## src/rtl/multicycle_control.sv

```systemverilog
// multicycle_control
// Moore-style control FSM for a shared-memory, single-ALU multi-cycle
// datapath. It steps each instruction through fetch, decode, execute,
// memory and writeback. It drives the datapath's mux selects, register
// enables and ALU operation.
//
// Ports:
//   clk, reset            clock and asynchronous active-high reset
//   start                 begins execution when the FSM is in IDLE
//   opcode, funct         instruction register fields IR[31:26], IR[5:0]
//   zero                  ALU zero flag (only affects pc_en in BEQ)
//   pc_en, pc_src         PC load enable and next-PC source select
//   iord                  memory address select (0 = PC, 1 = ALUOut)
//   mem_read, mem_write   memory strobes
//   ir_write              instruction register load
//   reg_dst, mem_to_reg   register file write address / data selects
//   reg_write             register file write enable
//   alu_src_a, alu_src_b  ALU operand selects
//   alu_ctrl              ALU operation
//   busy, instr_done      status: executing / last cycle of an instruction
//   illegal               sticky undefined-encoding flag
//   state                 current state code for debug
//
// Configuration macro: MC_JUMP_EN builds the JUMP state and decodes opcode
// 000010 as j. Without it, that opcode is treated as illegal and pc_src
// never selects the jump target.
module multicycle_control (
  input  logic       clk,
  input  logic       reset,
  input  logic       start,
  input  logic [5:0] opcode,
  input  logic [5:0] funct,
  input  logic       zero,
  output logic       pc_en,
  output logic [1:0] pc_src,
  output logic       iord,
  output logic       mem_read,
  output logic       mem_write,
  output logic       ir_write,
  output logic       reg_dst,
  output logic       mem_to_reg,
  output logic       reg_write,
  output logic       alu_src_a,
  output logic [1:0] alu_src_b,
  output logic [3:0] alu_ctrl,
  output logic       busy,
  output logic       instr_done,
  output logic       illegal,
  output logic [3:0] state
);

  localparam logic [3:0] S_IDLE   = 4'd0;
  localparam logic [3:0] S_FETCH  = 4'd1;
  localparam logic [3:0] S_DECODE = 4'd2;
  localparam logic [3:0] S_MEMADR = 4'd3;
  localparam logic [3:0] S_MEMRD  = 4'd4;
  localparam logic [3:0] S_MEMWB  = 4'd5;
  localparam logic [3:0] S_MEMWR  = 4'd6;
  localparam logic [3:0] S_RTEXEC = 4'd7;
  localparam logic [3:0] S_RTWB   = 4'd8;
  localparam logic [3:0] S_BEQ    = 4'd9;
  localparam logic [3:0] S_ADDIEX = 4'd10;
  localparam logic [3:0] S_ADDIWB = 4'd11;
`ifdef MC_JUMP_EN
  localparam logic [3:0] S_JUMP   = 4'd12;
`endif
  localparam logic [3:0] S_HALT   = 4'd13;

  localparam logic [5:0] OP_RTYPE = 6'b000000;
  localparam logic [5:0] OP_LW    = 6'b100011;
  localparam logic [5:0] OP_SW    = 6'b101011;
  localparam logic [5:0] OP_BEQ   = 6'b000100;
  localparam logic [5:0] OP_ADDI  = 6'b001000;
`ifdef MC_JUMP_EN
  localparam logic [5:0] OP_J     = 6'b000010;
`endif
  localparam logic [5:0] OP_HALT  = 6'b111111;

  localparam logic [3:0] ALU_ADD = 4'b0010;
  localparam logic [3:0] ALU_SUB = 4'b0110;
  localparam logic [3:0] ALU_AND = 4'b0000;
  localparam logic [3:0] ALU_OR  = 4'b0001;
  localparam logic [3:0] ALU_SLT = 4'b0111;

  logic [3:0] state_next;
  logic       set_illegal;
  logic [3:0] rt_ctrl;
  logic       funct_ok;

  // R-type funct decode; an unknown funct is reported through funct_ok.
  always_comb begin
    rt_ctrl  = ALU_ADD;
    funct_ok = 1'b1;
    case (funct)
      6'b100000: rt_ctrl = ALU_ADD;
      6'b100010: rt_ctrl = ALU_SUB;
      6'b100100: rt_ctrl = ALU_AND;
      6'b100101: rt_ctrl = ALU_OR;
      6'b101010: rt_ctrl = ALU_SLT;
      default: begin
        rt_ctrl  = 4'b0000;
        funct_ok = 1'b0;
      end
    endcase
  end

  // Next-state logic. Every route into HALT on a bad encoding also raises
  // set_illegal, so the sticky flag is set on the same edge.
  always_comb begin
    state_next  = state;
    set_illegal = 1'b0;
    case (state)
      S_IDLE:   if (start) state_next = S_FETCH;
      S_FETCH:  state_next = S_DECODE;
      S_DECODE: begin
        case (opcode)
          OP_LW, OP_SW: state_next = S_MEMADR;
          OP_RTYPE:     state_next = S_RTEXEC;
          OP_BEQ:       state_next = S_BEQ;
          OP_ADDI:      state_next = S_ADDIEX;
`ifdef MC_JUMP_EN
          OP_J:         state_next = S_JUMP;
`endif
          OP_HALT:      state_next = S_HALT;
          default: begin
            state_next  = S_HALT;
            set_illegal = 1'b1;
          end
        endcase
      end
      S_MEMADR: state_next = (opcode == OP_SW) ? S_MEMWR : S_MEMRD;
      S_MEMRD:  state_next = S_MEMWB;
      S_RTEXEC: begin
        if (funct_ok) begin
          state_next = S_RTWB;
        end else begin
          state_next  = S_HALT;
          set_illegal = 1'b1;
        end
      end
      S_ADDIEX: state_next = S_ADDIWB;
      S_MEMWB, S_MEMWR, S_RTWB, S_BEQ, S_ADDIWB: state_next = S_FETCH;
`ifdef MC_JUMP_EN
      S_JUMP:   state_next = S_FETCH;
`endif
      S_HALT:   state_next = S_HALT;
      default: begin
        state_next  = S_HALT;
        set_illegal = 1'b1;
      end
    endcase
  end

  // State and sticky illegal flag; reset aborts immediately so every
  // state-decoded write enable drops in the same cycle.
  always_ff @(posedge clk or posedge reset) begin
    if (reset) begin
      state   <= S_IDLE;
      illegal <= 1'b0;
    end else begin
      state <= state_next;
      if (set_illegal) illegal <= 1'b1;
    end
  end

  // Output decode from the state register. BEQ's pc_en follows zero.
  always_comb begin
    pc_en      = 1'b0;
    pc_src     = 2'b00;
    iord       = 1'b0;
    mem_read   = 1'b0;
    mem_write  = 1'b0;
    ir_write   = 1'b0;
    reg_dst    = 1'b0;
    mem_to_reg = 1'b0;
    reg_write  = 1'b0;
    alu_src_a  = 1'b0;
    alu_src_b  = 2'b00;
    alu_ctrl   = 4'b0000;
    instr_done = 1'b0;
    busy       = (state != S_IDLE) && (state != S_HALT);
    case (state)
      S_FETCH: begin
        mem_read  = 1'b1;
        ir_write  = 1'b1;
        alu_src_b = 2'b01;
        alu_ctrl  = ALU_ADD;
        pc_en     = 1'b1;
      end
      S_DECODE: begin
        alu_src_b = 2'b11;
        alu_ctrl  = ALU_ADD;
      end
      S_MEMADR, S_ADDIEX: begin
        alu_src_a = 1'b1;
        alu_src_b = 2'b10;
        alu_ctrl  = ALU_ADD;
      end
      S_MEMRD: begin
        mem_read = 1'b1;
        iord     = 1'b1;
      end
      S_MEMWB: begin
        reg_write  = 1'b1;
        mem_to_reg = 1'b1;
        instr_done = 1'b1;
      end
      S_MEMWR: begin
        mem_write  = 1'b1;
        iord       = 1'b1;
        instr_done = 1'b1;
      end
      S_RTEXEC: begin
        alu_src_a = 1'b1;
        alu_ctrl  = rt_ctrl;
      end
      S_RTWB: begin
        reg_write  = 1'b1;
        reg_dst    = 1'b1;
        instr_done = 1'b1;
      end
      S_BEQ: begin
        alu_src_a  = 1'b1;
        alu_ctrl   = ALU_SUB;
        pc_src     = 2'b01;
        pc_en      = zero;
        instr_done = 1'b1;
      end
      S_ADDIWB: begin
        reg_write  = 1'b1;
        instr_done = 1'b1;
      end
`ifdef MC_JUMP_EN
      S_JUMP: begin
        pc_src     = 2'b10;
        pc_en      = 1'b1;
        instr_done = 1'b1;
      end
`endif
      default: ;
    endcase
  end

endmodule

```

## config.mk

```make
export PLATFORM = sky130hd
export DESIGN_NAME = multicycle_control
export DESIGN_NICKNAME = d
export VERILOG_FILES = /design/src/rtl/multicycle_control.sv
export SDC_FILE = /design/constraint.sdc
export NUM_CORES = 1
export LEC_CHECK = 0
export BUFFER_PORTS_ARGS = -buffer_cell sky130_fd_sc_hd__buf_4
export CORE_ASPECT_RATIO = 1.2
export CORE_UTILIZATION = 40
export CTS_BUF_LIST = sky130_fd_sc_hd__clkbuf_8 sky130_fd_sc_hd__clkbuf_16
export DETAILED_ROUTE_END_ITERATION = 8
export GPL_ROUTABILITY_DRIVEN = 0
export PLACE_DENSITY = 0.74
export SYNTH_ARGS = -nofsm -noshare
export SYNTH_HDL_FRONTEND = slang
export SYNTH_SLANG_ARGS = --single-unit
export TNS_END_PERCENT = 1
```

## constraint.sdc

```tcl
create_clock -name clk -period 3.9 [get_ports clk]
set_input_delay 0.78 -clock clk [delete_from_list [all_inputs] [get_ports clk]]
set_output_delay 0.78 -clock clk [all_outputs]
set_load 0.01 [all_outputs]
```

## Yosys cells after proc, flatten, opt, wreduce, memory -nomap -nowiden

Cells that the tools add are included.

- Eq/ne operators: 24
- Mux-type cells: 23
- Reductions and logical operators: 15

Operator list:

| operator | number |
|---|---|
| == test 6 bit, second input constant | 8 |
| case mux 4 bit (8 select lines) | 1 |
| == test 4 bit, second input constant | 5 |
| == test 4 x 3 -> 1 bit, second input constant | 4 |
| case mux 4 bit (4 select lines) | 1 |
| 2-to-1 mux 1 bit | 13 |
| case mux 3 bit (4 select lines) | 1 |
| case mux 4 bit (3 select lines) | 1 |
| OR reduction 11 bit | 1 |
| OR reduction 5 bit | 2 |
| == test 4 x 2 -> 1 bit, second input constant | 2 |
| OR reduction 2 bit | 4 |
| OR reduction 4 bit | 2 |
| == test 6 x 3 -> 1 bit, second input constant | 1 |
| == test 6 x 4 -> 1 bit, second input constant | 1 |
| logical NOT 6 bit | 1 |
| case mux 2 bit (3 select lines) | 1 |
| OR reduction 6 bit | 1 |
| == test 4 x 1 -> 1 bit, second input constant | 1 |
| logical NOT 4 bit | 1 |
| 2-to-1 mux 4 bit | 1 |
| inequality test 4 bit, second input constant | 1 |
| nonzero test 4 bit | 1 |
| 2-to-1 mux 3 bit | 1 |
| 6 further kinds | 6 |

- Bits in registers: 5
- Input port bits: 16
- Word-level logic and storage cells: 64

## Logic depth before layout (Yosys ltp)

Gate-level depths: netlist of the first run.

- Depth after elaboration: 5
- Depth in mapped cells: 5

## Least setup slack after synthesis of the first run

OpenSTA, ideal clock, no wires.

- Path kind: input to output
- Start: input funct[5]
- End: output alu_ctrl[1]
- Arrival: 1306 ps
- Slack: 1814 ps
- Stages on the path: 3
- Buffers on the path: 0
- Cell sequence: nor2b_1 > nand2_1 > o21ai_0

- Word-level cells in the longest chain between the ends: 3
- Elaborated cells on any way between the ends: 6

Ends and longest elaborated chain:

| what | RTL line | text |
|---|---|---|
| start: declaration | 32 | `input logic [5:0] funct,` |
| == test 6 bit | 94 | `case (funct)` |
| case mux 3 bit (4 select lines) * | 94 |  |
| case mux 4 bit (3 select lines) * | 182 | `case (state)` |
| end: declaration | 45 | `output logic [3:0] alu_ctrl,` |

Mark *: on every way between the ends. The rest lies on a longest branch, timed or not.

## Final worst setup path of the first run

- Start: register state[3]
- End: output alu_src_a

- Word-level cells in the longest chain between the ends: 3
- Elaborated cells on any way between the ends: 6

Ends and longest elaborated chain:

| what | RTL line | text |
|---|---|---|
| start: declaration | 49 | `output logic [3:0] state` |
| start signal: assignment | 161 | `state <= state_next;` |
| == test 4 bit (tied with other cells) | 182 |  |
| OR reduction 4 bit (no source line) * | - |  |
| 2-to-1 mux 1 bit * | 182 |  |
| end: declaration | 43 | `output logic alu_src_a,` |

Marks and branches as above.

==> impl_metrics.tcl, run 1 <==
set metrics [dict create \
    antenna_found_initial 0 \
    drc_errors 0 \
    layout.nets 150 \
    drtPass1Iterations 4 \
    routed_wl_um 1860 \
    period_share_pct 67.5 \
    seq_area_frac_synth_pct 17.7 \
    grt_first_pass_wirelength_um 2840 \
    crit_arrival_ns 1.85 \
    start_util_pct 43.0 \
    hp-class "input pin to asynchronous set/reset pin" \
    setup.worst_path.start_class "flip-flop" \
    synthTopCellsByArea "dfrtp_1 (18%), buf_6 (9.6%), nor2_1 (6.9%)" \
    synth_top_area_share_pct 17.7 \
    grt_pass1_vias 700 \
    postCtsSetupBuffers 0 \
    place_area_sq_um 913 \
    ios 40 \
    critPathBufInv 1 \
    grt_usage_pct 20.5 \
    utilization_pct 58.4 \
    core_area_sq_mm 0.00164 \
    synth_top_family_by_area "simple AND/OR/NAND/NOR gates" \
    hpwl_um 1410 \
    die_width_um 40.3 \
    htree_levels 1 \
    synth_compound_area_share_pct 25.9 \
    wl_per_cell_um 12.3 \
    syn-cell-area_sq_um 706 \
    multi_input_area_sq_um 477 \
    clockRootBuffer "clkbuf_8" \
    cts_buffers 3 \
    drt_iter0_drc 15 \
    synthSimpleGateAreaFrac_pct 36.5 \
    status "completed" \
    min_period_ns 2.63 \
    power_density_mw_per_mm2 701 \
    setup_tns_ns 0 \
    layout_common_cells "buf_4 (37), nor2_1 (13), nand2_1 (10), nor3_1 (6), nand3_1 (6)" \
    register_area_sq_um 125 \
    place_ws_ns 1.53 \
    r2r_cells 4 \
    rsz0062_at_grt "false" \
    yosys_warnings 0 \
    syn_inst 100 \
    hold_viol_final 0 \
    fmax_mhz 380 \
    cts_resized 0 \
    viasPerCell 5.57 \
    leakagePower_nw 0.432 \
    die_y_um 48.0 \
    worst_path_max_delay_cell "dfrtp_1" \
    peakVddDrop_uv 373 \
    port_buffers 37 \
    setup_viol 0 \
    rows 16 \
    r2r-end "state[2]" \
    final_common_cell "buf_4" \
    synth.distinct_cells 36 \
    drv_slew 0 \
    finClkSkew_ns 0.00393 \
    crit_type "flip-flop to primary output" \
    grt_max_degree 25 \
    cp.required_ns 3.12 \
    cp_max_fo 24 \
    cts_hold_buf 0 \
    diodes 0 \
    grt.overflow.total 0 \
    insertion_delay_ns 0.22 \
    synth_xor_area_share_pct 2.48 \
    cp_cell_sequence "nand2_1, mux2_2, o22ai_1, buf_4" \
    fill_cells 161 \
    fin_ws_ns 1.27 \
    ant_nets 0 \
    clock_path_buffers 2 \
    area_growth_pct 35.8 \
    r2r_start "state[3]" \
    cts_tree "yes" \
    tightest_slew_ns 0.648 \
    synthAdderAreaFrac_pct 0 \
    vias 841 \
    synth_largest_area_cell "dfrtp_1" \
    slew-limit-headroom_pct 56.8 \
    cp_top_family "flip-flops" \
    synth_area_per_cell_sq_um 7.06 \
    worstSetupEndpointType "primary output" \
    r2r_setup_slack_ns 2.35 \
    dieArea_sq_mm 0.00194 \
    synth-seq-cells 5 \
    max_cap_viol_count 0 \
    clock_sinks 5 \
    slowest_delay_ns 0.75 \
    design_area_sq_um 958 \
    synth_mux_area_share_pct 1.60 \
    clk_pin_slew_ns 0.04 \
    drive_gt1_share_pct 31.6 \
]
## layout make-up
cell class	count	share of cell area [%]
Clock buffer	3	4.31
Tap cell	18	2.35
Clock inverter	1	0.392
Timing Repair Buffer	37	29.0
Inverter	3	1.17
Multi-Input combinational cell	84	49.7
Sequential cell	5	13.1
## sequential cells by signal (all words and copies together), names as in the netlist
register and cells:
state 4, illegal 1
## synth_stat cells, drive strengths merged
cell type and count:
clkbuf 1, or2 1, dfrtp 5, o211ai 1, nand2 10, nor4 1, xnor2 1, a21o 1
nand2b 5, inv 3, a31oi 3, a211oi 1, a2bb2oi 2, o21ai 5, or3 2, o22ai 3
conb 1, nand3 6, or4 1, buf 8, xor2 1, a32o 1, nor4bb 1, nor2 13
o21a 1, o311ai 1, o221ai 2, a21boi 1, mux2 1, nor3 6, nor2b 5, o32ai 1
nand4 1, a21oi 4
## worst register-to-register path, stage by stage, from the launching register on
cell      delay, ns
dfrtp_1        0.75
nand2b_1       0.30
nor2_1         0.08
nand2_1        0.12
o311ai_0       0.15
## per-layer routing
metal | track usage [%] | vias up | share of wire [%]
li1 | - | 425 | -
met1 | 25.7 | 383 | 41
met2 | 36.8 | 33 | 55
met3 | 1.86 | 0 | 4.7
met4 | 5.33 | 0 | 0
met5 | 0 | - | 0
## worst max-delay path by stage
stage / startpoint / endpoint / slack, ns / cells past startpoint
floorplan: funct[5] / alu_ctrl[1] / 1.81 / 3
CTS: state[3] / alu_src_a / 1.29 / 4
finish: state[3] / alu_src_a / 1.27 / 4
global route: state[3] / alu_src_a / 1.09 / 4
detailed placement: state[3] / alu_src_a / 1.53 / 4
global placement: state[3] / alu_src_a / 1.56 / 4
## cells by family (layout without fill, tap and decap cells)
logic type,after synthesis,count (layout)
AOI/OAI and AO/OA,27,27
xor gates and xnor gates,2,2
buffers and inverters,12,44
DFF,5,5
muxes,1,1
other,1,2
and+or+nand+nor,52,52
## power breakdown
| part | total (mW) | internal (mW) | switching (mW) |
|---|---|---|---|
| clock network | 0.0936 | 0.0676 | 0.0260 |
| registers | 0.152 | 0.0688 | 0.0828 |
| logic | 0.427 | 0.222 | 0.205 |
| total | 0.672 | 0.359 | 0.313 |
## through the flow
step | power, mW | hold WS (ns) | cells
5_1_grt | 0.729 | 0.466 | 151
6_report | 0.672 | 0.461 | 151
4_1_cts | 0.676 | 0.459 | 151
3_3_place_gp | 0.576 | 0.493 | 147
3_5_place_dp | 0.579 | 0.492 | 147
2_1_floorplan | 0.437 | 0.523 | 101
(Power assumes the default switching activity.)
==> run 2: changes to the inputs <==
==> constraint.sdc (replaced) <==
create_clock -name clk -period 2.69 [get_ports clk]
set_input_delay 0.538 -clock clk [delete_from_list [all_inputs] [get_ports clk]]
set_output_delay 0.538 -clock clk [all_outputs]
set_load 0.01 [all_outputs]
==> impl_metrics.tcl, run 2 (same netlist as run 1, synthesis figures left out) <==
set metrics [dict create \
    crit_start "state[2]" \
    die_y_um 48.0 \
    top_regs "state: 4 flops, illegal: 1 flops" \
    clock_sinks 5 \
    intPower_mw 0.540 \
    r2r_start "state[0]" \
    fin_ws_ns 0.518 \
    min_period_ns 2.17 \
    setup_tns_ns 0 \
    htree_levels 1 \
    clockRootBuffer "clkbuf_8" \
    cp.required_ns 2.15 \
    routed_wl_um 1890 \
    cts_hold_buf 0 \
    vias 840 \
    ios 40 \
    area_growth_pct 39.0 \
    leakagePower_nw 0.447 \
    max_cap_viol_count 0 \
    rsz0062_at_grt "false" \
    wl_per_cell_um 12.2 \
    final_common_cell "buf_4" \
    layout.nets 153 \
    rows 16 \
    fmax_mhz 460 \
    die_width_um 40.3 \
    p_comb_share_pct 67.0 \
    grt_busiest_layer "met2" \
    setup_viol 0 \
    grt_first_pass_wirelength_um 2930 \
    antenna_found_initial 0 \
    grt_max_degree 19 \
    slew-limit-headroom_pct 64.9 \
    design_area_sq_um 981 \
    drv_slew 0 \
    grt_usage_pct 22.1 \
    place_ws_ns 0.768 \
    drive_gt1_share_pct 33.1 \
    core_area_sq_mm 0.00164 \
    largest_register "state" \
    hp-class "input pin to asynchronous set/reset pin" \
    grt_use_met3_pct 4.19 \
    setup.worst_path.start_class "flip-flop" \
    dieArea_sq_mm 0.00194 \
    hpwl_um 1450 \
    layout_common_cells "buf_4 (40), nor2_1 (13), nand2_1 (10), nor3_1 (6), nand3_1 (6)" \
    power_switching_share_pct 45.7 \
    period_share_pct 80.8 \
    viasPerCell 5.45 \
    largest_reg_flops 4 \
    cts_tree "yes" \
    diodes 0 \
    drt_iter0_drc 14 \
    cp_max_fo 11 \
    postCtsSetupBuffers 0 \
    cts_buffers 3 \
    utilization_pct 59.8 \
    status "completed" \
    worstSetupEndpointType "primary output" \
    grtUsageMet2_pct 41.0 \
    ant_nets 0 \
    power_density_mw_per_mm2 1010 \
    grt_pass1_vias 737 \
    p_clk_share_pct 13.5 \
    start_util_pct 43.0 \
    hold_viol_final 0 \
    grt.overflow.total 0 \
    clock_path_buffers 2 \
    cts_resized 0 \
    p_switching_mw 0.455 \
    crit_arrival_ns 1.63 \
    insertion_delay_ns 0.22 \
    grtUsageMet1_pct 25.1 \
    peakVddDrop_uv 501 \
    drtPass1Iterations 4 \
    port_buffers 37 \
    finClkSkew_ns 0.00185 \
    p_seq_share_pct 19.5 \
    place_area_sq_um 936 \
    clk_pin_slew_ns 0.04 \
    drc_errors 0 \
    tightest_slew_ns 0.526 \
    crit_type "flip-flop to primary output" \
]
run 2: changes by cell type in the layout (fill, tap and decap cells not counted), sizes merged:
cell	previous run	this run
buf	37	40
run 2: cell type report:
class,count,area (sq um)
Fill cell,173,661
Multi-Input combinational cell,84,477
Timing Repair Buffer,40,300
Sequential cell,5,125
Clock buffer,3,41.3
Tap cell,18,22.5
Inverter,3,11.3
Clock inverter,1,3.75
run 2: layer usage:
| layer | up-vias | part of all wire, % |
|---|---|---|
| li1 | 429 | - |
| met1 | 381 | 41 |
| met2 | 30 | 54 |
| met3 | 0 | 4.7 |
| met4 | 0 | 0 |
| met5 | - | 0 |
run 2: per-stage QoR:
step | std cells | power, mW | hold slack, ns
3_3_place_gp | 150 | 0.856 | 0.449
3_5_place_dp | 150 | 0.862 | 0.454
2_1_floorplan | 101 | 0.633 | 0.317
5_1_grt | 154 | 1.08 | 0.232
6_report | 154 | 0.995 | 0.220
4_1_cts | 154 | 1.00 | 0.222
run 2: power by group through the flow:
stage / combinational, mW / sequential [mW] / clock, mW
floorplan: 0.493 / 0.141 / 0
global placement: 0.666 / 0.190 / 0
detailed placement: 0.670 / 0.192 / 0
CTS: 0.674 / 0.191 / 0.136
global route: 0.732 / 0.206 / 0.144
finish: 0.667 / 0.194 / 0.134
run 2: final timing paths:
kind	end	slack [ns]	cells after the start
setup / recovery	alu_src_a	0.52	5
hold / removal	illegal	0.22	2
setup reg to reg	state[1]	1.19	3
hold reg to reg	illegal	0.50	2
max in group asynchronous	state[1]	2.30	2
min in group clk	illegal	0.50	2
run 2: worst max-delay path, cell delays in order, from the launching register on:
cell and delay, ns:
dfrtp_1 0.48, inv_1 0.19, nand2_1 0.17, mux2_2 0.31
o22ai_1 0.12, buf_4 0.14
==> run 3: changes to the inputs <==
--- a/config.mk
+++ b/config.mk
@@ -7,11 +7,11 @@
 export LEC_CHECK = 0
 export BUFFER_PORTS_ARGS = -buffer_cell sky130_fd_sc_hd__buf_4
 export CORE_ASPECT_RATIO = 1.2
-export CORE_UTILIZATION = 40
+export CORE_UTILIZATION = 39
 export CTS_BUF_LIST = sky130_fd_sc_hd__clkbuf_8 sky130_fd_sc_hd__clkbuf_16
 export DETAILED_ROUTE_END_ITERATION = 8
 export GPL_ROUTABILITY_DRIVEN = 0
-export PLACE_DENSITY = 0.74
+export PLACE_DENSITY = 0.75
 export SYNTH_ARGS = -nofsm -noshare
 export SYNTH_HDL_FRONTEND = slang
 export SYNTH_SLANG_ARGS = --single-unit
==> constraint.sdc (replaced) <==
create_clock -name clk -period 1.8 [get_ports clk]
set_input_delay 0.36 -clock clk [delete_from_list [all_inputs] [get_ports clk]]
set_output_delay 0.36 -clock clk [all_outputs]
set_load 0.01 [all_outputs]
==> impl_metrics.tcl, run 3 (same netlist as run 1, synthesis figures left out) <==
set metrics [dict create \
    routed_wl_um 2160 \
    cts_buffers 3 \
    start_util_pct 42.5 \
    drv_slew 0 \
    clock_path_buffers 2 \
    fin_hold_ws_ns 0.0342 \
    cp_max_fo 11 \
    slowest_delay_ns 0.48 \
    core_area_sq_mm 0.00166 \
    ant_nets 0 \
    ios 40 \
    setup_tns_ns 0 \
    hpwl_um 1670 \
    insertion_delay_ns 0.23 \
    period_share_pct 98.1 \
    clk_pin_slew_ns 0.04 \
    fmax_mhz 566 \
    rows 16 \
    layout_common_cells "buf_4 (45), nor2_1 (13), nand2_1 (10), nor3_1 (6), nand3_1 (6)" \
    r2r-end "illegal" \
    fill_cells 165 \
    power_density_mw_per_mm2 1580 \
    drt_iter0_drc 15 \
    antenna_found_initial 0 \
    largest_reg_flops 4 \
    leakagePower_nw 0.470 \
    hold_viol_final 0 \
    cp-endpoint "alu_ctrl[1]" \
    register_area_sq_um 130 \
    port_buffers 37 \
    largest_register "state" \
    r2r_cells 4 \
    grt_pass1_vias 811 \
    wl_per_cell_um 13.6 \
    die_width_um 40.8 \
    drive_gt1_share_pct 41.1 \
    clock_sinks 5 \
    status "completed" \
    cp.required_ns 1.44 \
    multi_input_area_sq_um 494 \
    vias 912 \
    place_ws_ns 0.166 \
    final_common_cell "buf_4" \
    worstSetupEndpointType "primary output" \
    crit_type "flip-flop to primary output" \
    critPathBufInv 1 \
    cts_tree "yes" \
    grt.overflow.total 0 \
    layout.nets 158 \
    dieArea_sq_mm 0.00198 \
    totalPowerFinal_mw 1.65 \
    drc_errors 0 \
    finClkSkew_ns 0.00751 \
    cp_cell_sequence "or2_2, nand3_1, o21ai_1, buf_4" \
    drtPass1Iterations 6 \
    setup.worst_path.start_class "flip-flop" \
    peakVddDrop_uv 778 \
    min_period_ns 1.77 \
    die_y_um 48.6 \
    area_growth_pct 47.5 \
    worst_path_max_delay_cell "dfrtp_2" \
    diodes 0 \
    max_cap_viol_count 0 \
    htree_levels 1 \
    cp.depth 4 \
    viasPerCell 5.74 \
    hp-class "input pin to asynchronous set/reset pin" \
    top_regs "state: 4 flops, illegal: 1 flops" \
    clockRootBuffer "clkbuf_8" \
    grt_usage_pct 24.5 \
    utilization_pct 62.7 \
    crit_start "state[1]" \
    grt_max_degree 19 \
    r2r_start "state[0]" \
    rsz0062_at_grt "true" \
    r2r_setup_slack_ns 0.48 \
    fin_ws_ns 0.0337 \
    setup_viol 0 \
    crit_arrival_ns 1.41 \
    cp_top_family "flip-flops" \
    cts_hold_buf 0 \
    grt_first_pass_wirelength_um 3420 \
]
run 3: cell count changes in the layout (fill, tap and decap cells not counted), sizes merged:
cell  delta
buf      +5
run 3: where the power goes:
group | total [mW] | internal (mW) | switching [mW]
registers | 0.262 | 0.159 | 0.103
logic | 1.17 | 0.594 | 0.578
clock network | 0.212 | 0.147 | 0.0646
run 3: area by class of cell:
| class | count | area share [%] |
|---|---|---|
| multi-input combinational | 84 | 47.5 |
| timing repair buffer | 45 | 32.5 |
| sequential | 5 | 12.5 |
| clock buffer | 3 | 3.97 |
| tap | 18 | 2.16 |
| inverter | 3 | 1.08 |
| clock inverter | 1 | 0.361 |
run 3: per-layer routing:
layer	part of all wire [%]	vias up	GRT usage [%]
li1	-	440	-
met1	38	423	27.7
met2	53	41	40.1
met3	6.0	8	4.13
met4	3.2	0	13.3
met5	0	-	0
run 3: how the worst min path moves through the flow:
stage	start	slack, ns	endpoint
after floorplan	reset	0.14	illegal
after global placement	reset	0.28	illegal
after detailed placement	reset	0.28	state[1]
after CTS	reset	0.04	state[3]
after global routing	reset	0.05	state[3]
final	reset	0.03	state[3]
run 3: metrics by stage:
| stage | instance area, sq um | instances |
|---|---|---|
| after floorplan | 709 | 101 |
| after global placement | 973 | 155 |
| after detailed placement | 973 | 155 |
| after CTS | 1020 | 159 |
| after global routing | 1040 | 159 |
| final | 1040 | 159 |
run 3: repair_timing:
action / 4_1_cts / 5_1_grt
setup buffers: 0 / 0
resized for setup: 4 / 5
setup endpoints to repair: 3 / 9
